## config.mk

```make
export PLATFORM = sky130hd
export DESIGN_NAME = stage_5_wb_ldwait_flat
export DESIGN_NICKNAME = d
export VERILOG_FILES = /design/src/rtl/stage_5_wb_ldwait_if.sv /design/src/rtl/stage_5_wb_ldwait.sv /design/src/flat_wrapper.sv
export SDC_FILE = /design/constraint.sdc
export NUM_CORES = 1
export LEC_CHECK = 0
export BUFFER_PORTS_ARGS = -buffer_cell sky130_fd_sc_hd__buf_2
export CORE_MARGIN = 3
export CORE_UTILIZATION = 27
export DETAILED_ROUTE_END_ITERATION = 10
export PLACE_DENSITY = 0.53
export SYNTH_ARGS = -nofsm -noshare
export SYNTH_HDL_FRONTEND = slang
export SYNTH_SLANG_ARGS = --single-unit
```

## constraint.sdc

```tcl
create_clock -name clk -period 2.7 [get_ports clk]
set_clock_uncertainty 0.2 [all_clocks]
set_input_delay 0.135 -clock clk [delete_from_list [all_inputs] [get_ports clk]]
set_output_delay 0.135 -clock clk [all_outputs]
set_load 0.005 [all_outputs]
```

## src/rtl/stage_5_wb_ldwait_if.sv

```systemverilog
`default_nettype none
// ============================================================================
// Module   : stage_5_wb_ldwait_if
// Purpose  : MEM->WB handshake/bus, load-response, RF write, debug trace
//            and ID-forwarding signals of the writeback stage.
//            master = surrounding pipeline, slave = writeback stage.
// Revision : 1.0 - initial release
// ============================================================================
interface stage_5_wb_ldwait_if #(
    parameter int DATA_W = 32,
    parameter int PC_W   = 32,
    parameter int RF_AW  = 5
);
    localparam int BUS_W = 7 + RF_AW + DATA_W + PC_W;

    // MEM -> WB handshake and bus
    logic              valid_4;
    logic              allow_5;
    logic [BUS_W-1:0]  stage_4_to_5;
    logic              flush;

    // Late load response
    logic              data_ok;
    logic [DATA_W-1:0] data_rdata;

    // Register file write port and debug trace
    logic              rf_we;
    logic [RF_AW-1:0]  rf_waddr;
    logic [DATA_W-1:0] rf_wdata;
    logic [PC_W-1:0]   debug_wb_pc;

    // Bypass / stall information towards ID
    logic              fwd_valid;
    logic [RF_AW-1:0]  fwd_dest;
    logic              fwd_pending;
    logic [DATA_W-1:0] fwd_data;

    modport master (
        output valid_4, stage_4_to_5, flush, data_ok, data_rdata,
        input  allow_5, rf_we, rf_waddr, rf_wdata, debug_wb_pc,
        input  fwd_valid, fwd_dest, fwd_pending, fwd_data
    );

    modport slave (
        input  valid_4, stage_4_to_5, flush, data_ok, data_rdata,
        output allow_5, rf_we, rf_waddr, rf_wdata, debug_wb_pc,
        output fwd_valid, fwd_dest, fwd_pending, fwd_data
    );
endinterface
`default_nettype wire

```

## src/rtl/stage_5_wb_ldwait.sv

```systemverilog
`default_nettype none
// ============================================================================
// Module   : stage_5_wb_ldwait
// Purpose  : Writeback stage with valid/allow handshake that absorbs late
//            load data (byte/half extraction), forwards its pending write to
//            ID and drains one outstanding load response after a flush.
// Options  : WB_RETIRE_CNT_EN - adds a 32-bit retired-cycle counter port.
// Revision : 1.0 - initial release
// ============================================================================
module stage_5_wb_ldwait #(
    parameter int DATA_W = 32,
    parameter int PC_W   = 32,
    parameter int RF_AW  = 5
) (
    input  wire logic           clk,
    input  wire logic           reset,
    stage_5_wb_ldwait_if.slave  wb
`ifdef WB_RETIRE_CNT_EN
    ,
    output logic [31:0]         retire_cnt
`endif
);

    localparam int BUS_W  = 7 + RF_AW + DATA_W + PC_W;

    // Field positions inside the packed MEM->WB bus
    localparam int POS_RES  = PC_W;
    localparam int POS_DEST = PC_W + DATA_W;
    localparam int POS_WE   = POS_DEST + RF_AW;
    localparam int POS_ALO  = POS_WE + 1;
    localparam int POS_OP   = POS_ALO + 2;
    localparam int POS_LD   = POS_OP + 3;

    // State encoding
    localparam logic [1:0] ST_IDLE  = 2'd0;
    localparam logic [1:0] ST_READY = 2'd1;
    localparam logic [1:0] ST_WAIT  = 2'd2;
    localparam logic [1:0] ST_DRAIN = 2'd3;

    // Load operation codes
    localparam logic [2:0] OP_LB  = 3'b001;
    localparam logic [2:0] OP_LBU = 3'b010;
    localparam logic [2:0] OP_LH  = 3'b011;
    localparam logic [2:0] OP_LHU = 3'b100;

    logic [1:0]        state_q, state_d;
    logic [BUS_W-1:0]  bus_q, bus_d;
    logic [DATA_W-1:0] ld_q, ld_d;

    logic              w_allow;
    logic              w_accept;
    logic              w_in_is_load;
    logic              w_capture;

    // Fields of the held instruction
    logic [PC_W-1:0]   w_pc;
    logic [DATA_W-1:0] w_result;
    logic [RF_AW-1:0]  w_dest;
    logic              w_we;
    logic [1:0]        w_alo;
    logic [2:0]        w_op;
    logic              w_is_load;

    logic [7:0]        w_byte;
    logic [15:0]       w_half;
    logic [DATA_W-1:0] w_ld_ext;
    logic [DATA_W-1:0] w_value;

    assign w_pc      = bus_q[PC_W-1:0];
    assign w_result  = bus_q[POS_RES +: DATA_W];
    assign w_dest    = bus_q[POS_DEST +: RF_AW];
    assign w_we      = bus_q[POS_WE];
    assign w_alo     = bus_q[POS_ALO +: 2];
    assign w_op      = bus_q[POS_OP +: 3];
    assign w_is_load = bus_q[POS_LD];

    assign w_in_is_load = wb.stage_4_to_5[POS_LD];
    assign w_allow      = (state_q == ST_IDLE) || (state_q == ST_READY);
    assign w_accept     = wb.valid_4 && w_allow && !wb.flush;

    // Load response is kept either while waiting for it or when it arrives
    // together with the accepted load itself.
    assign w_capture = ((state_q == ST_WAIT) && wb.data_ok && !wb.flush) ||
                       (w_accept && w_in_is_load && wb.data_ok);

    // State register
    always_ff @(posedge clk) begin
        if (reset) begin
            state_q <= ST_IDLE;
        end else begin
            state_q <= state_d;
        end
    end

    // Next-state logic; flush dominates every other event
    always_comb begin
        state_d = state_q;
        case (state_q)
            ST_IDLE, ST_READY: begin
                if (wb.flush) begin
                    state_d = ST_IDLE;
                end else if (w_accept) begin
                    if (w_in_is_load && !wb.data_ok) begin
                        state_d = ST_WAIT;
                    end else begin
                        state_d = ST_READY;
                    end
                end else begin
                    state_d = ST_IDLE;
                end
            end
            ST_WAIT: begin
                if (wb.flush) begin
                    state_d = wb.data_ok ? ST_IDLE : ST_DRAIN;
                end else if (wb.data_ok) begin
                    state_d = ST_READY;
                end
            end
            ST_DRAIN: begin
                // The killed load's response is consumed and discarded
                if (wb.data_ok) begin
                    state_d = ST_IDLE;
                end
            end
            default: state_d = ST_IDLE;
        endcase
    end

    // Bus and load-data registers
    always_ff @(posedge clk) begin
        if (reset) begin
            bus_q <= '0;
            ld_q  <= '0;
        end else begin
            bus_q <= bus_d;
            ld_q  <= ld_d;
        end
    end

    // Datapath register updates: latch bus on accept, load word on capture
    always_comb begin
        bus_d = bus_q;
        ld_d  = ld_q;
        if (w_accept) begin
            bus_d = wb.stage_4_to_5;
        end
        if (w_capture) begin
            ld_d = wb.data_rdata;
        end
    end

    // Byte/half selection and sign/zero extension of the captured load word
    always_comb begin
        w_byte   = ld_q[{w_alo, 3'b000} +: 8];
        w_half   = ld_q[{w_alo[1], 4'b0000} +: 16];
        w_ld_ext = ld_q;
        case (w_op)
            OP_LB:   w_ld_ext = {{(DATA_W-8){w_byte[7]}}, w_byte};
            OP_LBU:  w_ld_ext = {{(DATA_W-8){1'b0}}, w_byte};
            OP_LH:   w_ld_ext = {{(DATA_W-16){w_half[15]}}, w_half};
            OP_LHU:  w_ld_ext = {{(DATA_W-16){1'b0}}, w_half};
            default: w_ld_ext = ld_q;
        endcase
        w_value = w_is_load ? w_ld_ext : w_result;
    end

    // Output decode: retire in READY, forward from READY/WAIT
    always_comb begin
        wb.allow_5     = w_allow;
        wb.rf_we       = 1'b0;
        wb.rf_waddr    = '0;
        wb.rf_wdata    = '0;
        wb.debug_wb_pc = '0;
        wb.fwd_valid   = 1'b0;
        wb.fwd_dest    = '0;
        wb.fwd_pending = 1'b0;
        wb.fwd_data    = '0;
        if (state_q == ST_READY) begin
            wb.rf_we       = w_we && !wb.flush;
            wb.rf_waddr    = w_dest;
            wb.rf_wdata    = w_value;
            wb.debug_wb_pc = w_pc;
        end
        if (((state_q == ST_READY) || (state_q == ST_WAIT)) &&
            w_we && (w_dest != '0)) begin
            wb.fwd_valid   = 1'b1;
            wb.fwd_dest    = w_dest;
            wb.fwd_pending = (state_q == ST_WAIT);
            wb.fwd_data    = (state_q == ST_READY) ? w_value : '0;
        end
    end

`ifdef WB_RETIRE_CNT_EN
    logic [31:0] retire_cnt_q, retire_cnt_d;

    // Retired-cycle counter register
    always_ff @(posedge clk) begin
        if (reset) begin
            retire_cnt_q <= '0;
        end else begin
            retire_cnt_q <= retire_cnt_d;
        end
    end

    // Count every READY cycle that is not killed; wraps naturally
    always_comb begin
        retire_cnt_d = retire_cnt_q;
        if ((state_q == ST_READY) && !wb.flush) begin
            retire_cnt_d = retire_cnt_q + 32'd1;
        end
    end

    assign retire_cnt = retire_cnt_q;
`endif

endmodule
`default_nettype wire

```

## src/flat_wrapper.sv

```systemverilog
// flat-port wrapper written by rule: the top's interface ports become plain ports
module stage_5_wb_ldwait_flat 
#(
    parameter int DATA_W = 32,
    parameter int PC_W   = 32,
    parameter int RF_AW  = 5
)
  (clk, reset, wb_valid_4, wb_stage_4_to_5, wb_flush, wb_data_ok, wb_data_rdata, wb_allow_5, wb_rf_we, wb_rf_waddr, wb_rf_wdata, wb_debug_wb_pc, wb_fwd_valid, wb_fwd_dest, wb_fwd_pending, wb_fwd_data);
  stage_5_wb_ldwait_if #(.DATA_W(DATA_W), .PC_W(PC_W), .RF_AW(RF_AW)) wb_i ();
  input  wire logic clk;
  input  wire logic reset;
  input wire logic [$bits(wb_i.valid_4)-1:0] wb_valid_4;
  input wire logic [$bits(wb_i.stage_4_to_5)-1:0] wb_stage_4_to_5;
  input wire logic [$bits(wb_i.flush)-1:0] wb_flush;
  input wire logic [$bits(wb_i.data_ok)-1:0] wb_data_ok;
  input wire logic [$bits(wb_i.data_rdata)-1:0] wb_data_rdata;
  output wire logic [$bits(wb_i.allow_5)-1:0] wb_allow_5;
  output wire logic [$bits(wb_i.rf_we)-1:0] wb_rf_we;
  output wire logic [$bits(wb_i.rf_waddr)-1:0] wb_rf_waddr;
  output wire logic [$bits(wb_i.rf_wdata)-1:0] wb_rf_wdata;
  output wire logic [$bits(wb_i.debug_wb_pc)-1:0] wb_debug_wb_pc;
  output wire logic [$bits(wb_i.fwd_valid)-1:0] wb_fwd_valid;
  output wire logic [$bits(wb_i.fwd_dest)-1:0] wb_fwd_dest;
  output wire logic [$bits(wb_i.fwd_pending)-1:0] wb_fwd_pending;
  output wire logic [$bits(wb_i.fwd_data)-1:0] wb_fwd_data;
  assign wb_i.valid_4 = wb_valid_4;
  assign wb_i.stage_4_to_5 = wb_stage_4_to_5;
  assign wb_i.flush = wb_flush;
  assign wb_i.data_ok = wb_data_ok;
  assign wb_i.data_rdata = wb_data_rdata;
  assign wb_allow_5 = wb_i.allow_5;
  assign wb_rf_we = wb_i.rf_we;
  assign wb_rf_waddr = wb_i.rf_waddr;
  assign wb_rf_wdata = wb_i.rf_wdata;
  assign wb_debug_wb_pc = wb_i.debug_wb_pc;
  assign wb_fwd_valid = wb_i.fwd_valid;
  assign wb_fwd_dest = wb_i.fwd_dest;
  assign wb_fwd_pending = wb_i.fwd_pending;
  assign wb_fwd_data = wb_i.fwd_data;
  stage_5_wb_ldwait #(.DATA_W(DATA_W), .PC_W(PC_W), .RF_AW(RF_AW)) u_core (.clk(clk), .reset(reset), .wb(wb_i));
endmodule
```

Word-level counts from Yosys, hierarchy flattened
Cells that the tools add are included.
{ "totals": {"input_bits": 113, "regBits": 110, "wordCells": 51} }
{ "op_classes": {"n_eq_ne": 9, "mux": 18, "shifts": 2, "n_reduce_logical": 19} }
{ "ops": {"columns": ["op", "count"], "rows": [
  ["$mux 32", 4],
  ["$pmux 32 s4", 1],
  ["$shiftx 32x6->16", 1],
  ["$shiftx 32x6->8", 1],
  ["$mux 2", 7],
  ["$logic_and 1x1->1", 10],
  ["$mux 5", 2],
  ["$eq 3x2->1 const B", 2],
  ["$pmux 2 s3", 1],
  ["$reduce_bool 5->1", 1],
  ["$eq 2x2->1 const B", 2],
  ["$eq 3x1->1 const B", 1],
  ["$eq 3x3->1 const B", 1],
  ["$logic_or 1x1->1", 3],
  ["$mux 1", 3],
  ["$ne 3x3->1 const B", 1],
  ["$eq 2x1->1 const B", 1],
  ["$logic_not 1->1", 2],
  ["$logic_not 2->1", 1],
  ["$ne 2x2->1 const B", 1],
  ["$reduce_and 2->1", 1],
  ["$reduce_or 2->1", 1]
]} }

Logic depth before layout (Yosys ltp)
{ "logic_depth": {"ltp_word": 7, "depth_mapped": 9, "depth_no_buf": 7} }

Worst setup path after synthesis
OpenSTA, ideal clock, no wires.
{ "synth_path": {"kind": "register to output", "startpoint": "reg u_core.bus_q[70]", "endpoint": "out wb_fwd_data[10]", "required_ps": 2365, "t_arrival_ps": 1620, "slack_ps": 745, "stages_incl_launch_ff": 5, "path_cell_list": "dfxtp_1 -> mux4_2 -> a211o_2 -> a221oi_2 -> nor3_1"} }
{ "synth_via": {"elab_chain_cells": 5} }
{ "synth_lines": {"columns": ["element", "line_no", "text"], "rows": [
  ["start: declaration", "stage_5_wb_ldwait.sv:47", "logic [BUS_W-1:0] bus_q, bus_d;"],
  ["start signal: assignment", "stage_5_wb_ldwait.sv:135", "bus_q <= bus_d;"],
  ["$shiftx 32x6->8", "stage_5_wb_ldwait.sv:154", "w_byte = ld_q[{w_alo, 3'b000} +: 8];"],
  ["$pmux 32 s4", "stage_5_wb_ldwait.sv:157", "case (w_op)"],
  ["$mux 32", "stage_5_wb_ldwait.sv:164", "w_value = w_is_load ? w_ld_ext : w_result;"],
  ["$mux 32", "stage_5_wb_ldwait.sv:189", "wb.fwd_data = (state_q == ST_READY) ? w_value : '0;"],
  ["$mux 32", "stage_5_wb_ldwait.sv:184", "if (((state_q == ST_READY) || (state_q == ST_WAIT)) &&"],
  ["end: declaration", "flat_wrapper.sv:25", "output wire logic [$bits(wb_i.fwd_data)-1:0] wb_fwd_data;"]
]} }
No other way between the ends.

Worst setup path in the final report
{ "layout_path": {"startpoint": "reg u_core.bus_q[70]", "endpoint": "out wb_fwd_data[13]"} }
Same word-level chain as after synthesis.

==> flow_metrics.tcl <==
set metrics [dict create \
    via_per_inst 4.88 \
    synth_common_cells "173 x nand2_1, 114 x a21oi_1, 110 x dfxtp_1" \
    grt_overflow 0 \
    ios 223 \
    power.total_mw 3.87 \
    fin_tns_setup_ns 0 \
    yosys-top-cells-area "dfxtp_1 38%, nand2_1 11%, a21oi_1 9.9%, a211oi_1 4.4%, o21ai_0 4.3%" \
    ir_drop_v 0.000358 \
    start_util_pct 28.0 \
    dieArea_sq_um 23100 \
    vias 6609 \
    cts.sinks 110 \
    whs_ns 0.0222 \
    post_route_cells_drive_above_1_share_pct 27.4 \
    crit_arrival_ns 2.26 \
    powerDensity_nw_per_um2 445 \
    ant_nets 0 \
    finalMaxSlewViolations 0 \
    num-nets-final 1191 \
    ys_seq_area_share_pct 38.2 \
    drv_cap 0 \
    end_kind "output pin" \
    drcViolationCount 0 \
    cp_top_family "compound AO/OA/AOI/OAI gates" \
    worstPathMaxFanout 7 \
    rsz0062_at_grt "no" \
    fmax_ghz 0.385 \
    syn_area_sq_um 5770 \
    port_buffers 222 \
    ctsHtreeMaxLevel 3 \
    dp_slack_ns 0.257 \
    core-area_sq_um 20600 \
    fin_area_sq_um 8690 \
    path_class "reg -> out" \
    fillers 2160 \
    path_cells "mux4_2 > a211o_4 > a221oi_2 > nor3_1 > buf_2" \
    max-slew-margin-rel_pct 58.1 \
    dp_cells 1225 \
    grt_pass1_vias 6344 \
    period_minus_slack_ns 2.60 \
    fin_ws_ns 0.102 \
    slowest_stage "mux4_2" \
    path_clk_slew_ns 0.07 \
    track_usage_pct 19.2 \
    yosys_register_bits 110 \
    clk_latency_ns 0.35 \
    first_iter_violations 339 \
    placedInstanceArea_sq_um 7230 \
    dp_hpwl_microns 16200 \
    antenna_found_initial 7 \
    syn_nets 891 \
    fin_cells 1354 \
    critPathRequiredTime_ns 2.37 \
    synth.distinct_cells 44 \
    finalHoldViolCount 0 \
    critPathBufInv 1 \
    fin_crit_sh_pct 96.2 \
    die_h_microns 152 \
    yosysMostFrequentCell "nand2_1" \
    post-cts-setup-buffers 0 \
    drt-total-wl_microns 22900 \
    grt_pass1_wl_microns 36300 \
    synth_top_flop_cell "dfxtp_1" \
    dieWidth_microns 152 \
    power_leakage_nw 3.57 \
    netlist_instances 774 \
    holdCritPathClass "in -> reg" \
    routabilityCongestion 0.885 \
    grt_max_degree 76 \
    cpPeakStageDelay_ns 0.55 \
    dr.pass1.iters 5 \
    start_kind "flip-flop" \
    cts.path.max_buffers 2 \
    cts_tree "done" \
    route.detailed.wl_per_inst_microns 16.9 \
    synth-edff-count 0 \
    syn_area_per_cell_sq_um 7.45 \
    fin_util_pct 42.2 \
    status "completed" \
    numCtsBuffers 9 \
    setup_viol 0 \
    tightestPinTransition_ns 0.627 \
    rows 52 \
    synth_warnings 0 \
    area_delta_synth_final_pct 50.7 \
    yosys.area.top_type_share_pct 38.2 \
    ys_async_sr_fraction_pct 0 \
    yosys.area.top_type "dfxtp_1" \
    root_buffer "clkbuf_16" \
]
cells by family after synthesis:
group	Yosys count	synth area share, %
AOI/OAI and AO/OA	234	24.9
xor gates and xnor gates	1	0.282
adders and majority gates	4	0.868
buffers and inverters	77	5.36
DFF	110	38.2
muxes	15	2.97
and+or+nand+nor	333	27.5
final cells by class:
type                    instances  area (sq um)  area share (%)
inverters                       9          33.8           0.389
clock inverters                 5          56.3           0.648
flip-flops and latches        110          2210            25.4
clock buffers                  11           253            2.91
well taps                     270           338            3.89
diodes                          5          12.5           0.144
multi-input cells             587          3350            38.5
repair buffers                357          2450            28.2
layout by cell type (no fill, tap or decap), drive strengths merged, types with 7 or more instances in the layout:
cell type / count
buf: 249
nor2: 16
nor3: 20
nand3: 37
dlygate4sd3: 108
nand2: 173
nor3b: 23
and2: 39
mux2: 7
o21ai: 49
a221oi: 7
clkbuf: 11
o22ai: 7
a211oi: 35
inv: 8
a21oi: 114
dfxtp: 110
nand2b: 12
mux2i: 7
routing by layer:
metal | wire length, microns | track usage, % | share of wire [%]
met1 | 10400 | 25.5 | 45
met2 | 10300 | 30.5 | 45
met3 | 1900 | 6.56 | 8.3
met4 | 327 | 3.85 | 1.4
met5 | 14 | 0 | 0.061
final timing paths:
check	startpoint	endpoint	slack, ns	depth (start not counted)
worst max-delay path	u_core.bus_q[70]	wb_fwd_data[13]	0.10	5
worst min-delay path	reset	u_core.bus_q[64]	0.02	2
worst max register to register	u_core.state_q[1]	u_core.bus_q[59]	0.41	8
worst min register to register	u_core.bus_q[2]	u_core.bus_q[2]	0.25	2
worst register-to-register path, delay by kind of cell, from the launching register on:
kind	cells	cell delay, ns
simple gates	3	0.67
fa+ha+maj	1	0.22
flops	1	0.38
buf+inv	3	0.59
compound gates	1	0.16
flip-flops by register name, summed over array words and instances (netlist names):
register / flops
u_core.ld_q: 32
u_core.state_q: 2
u_core.bus_q: 76
what timing repair did:
| item | CTS | global route |
|---|---|---|
| endpoints found under the setup margin | 35 | 29 |
| endpoints found under the hold margin | 110 | 0 |
| hold buffers | 108 | 0 |
| cloned | 0 | 0 |
| gates resized for setup | 2 | 9 |
report_power, final:
group	internal [mW]	switching, mW
registers	1.69	0.0530
logic	0.327	0.392
clock network	0.772	0.636
(Power assumes the default switching activity.)
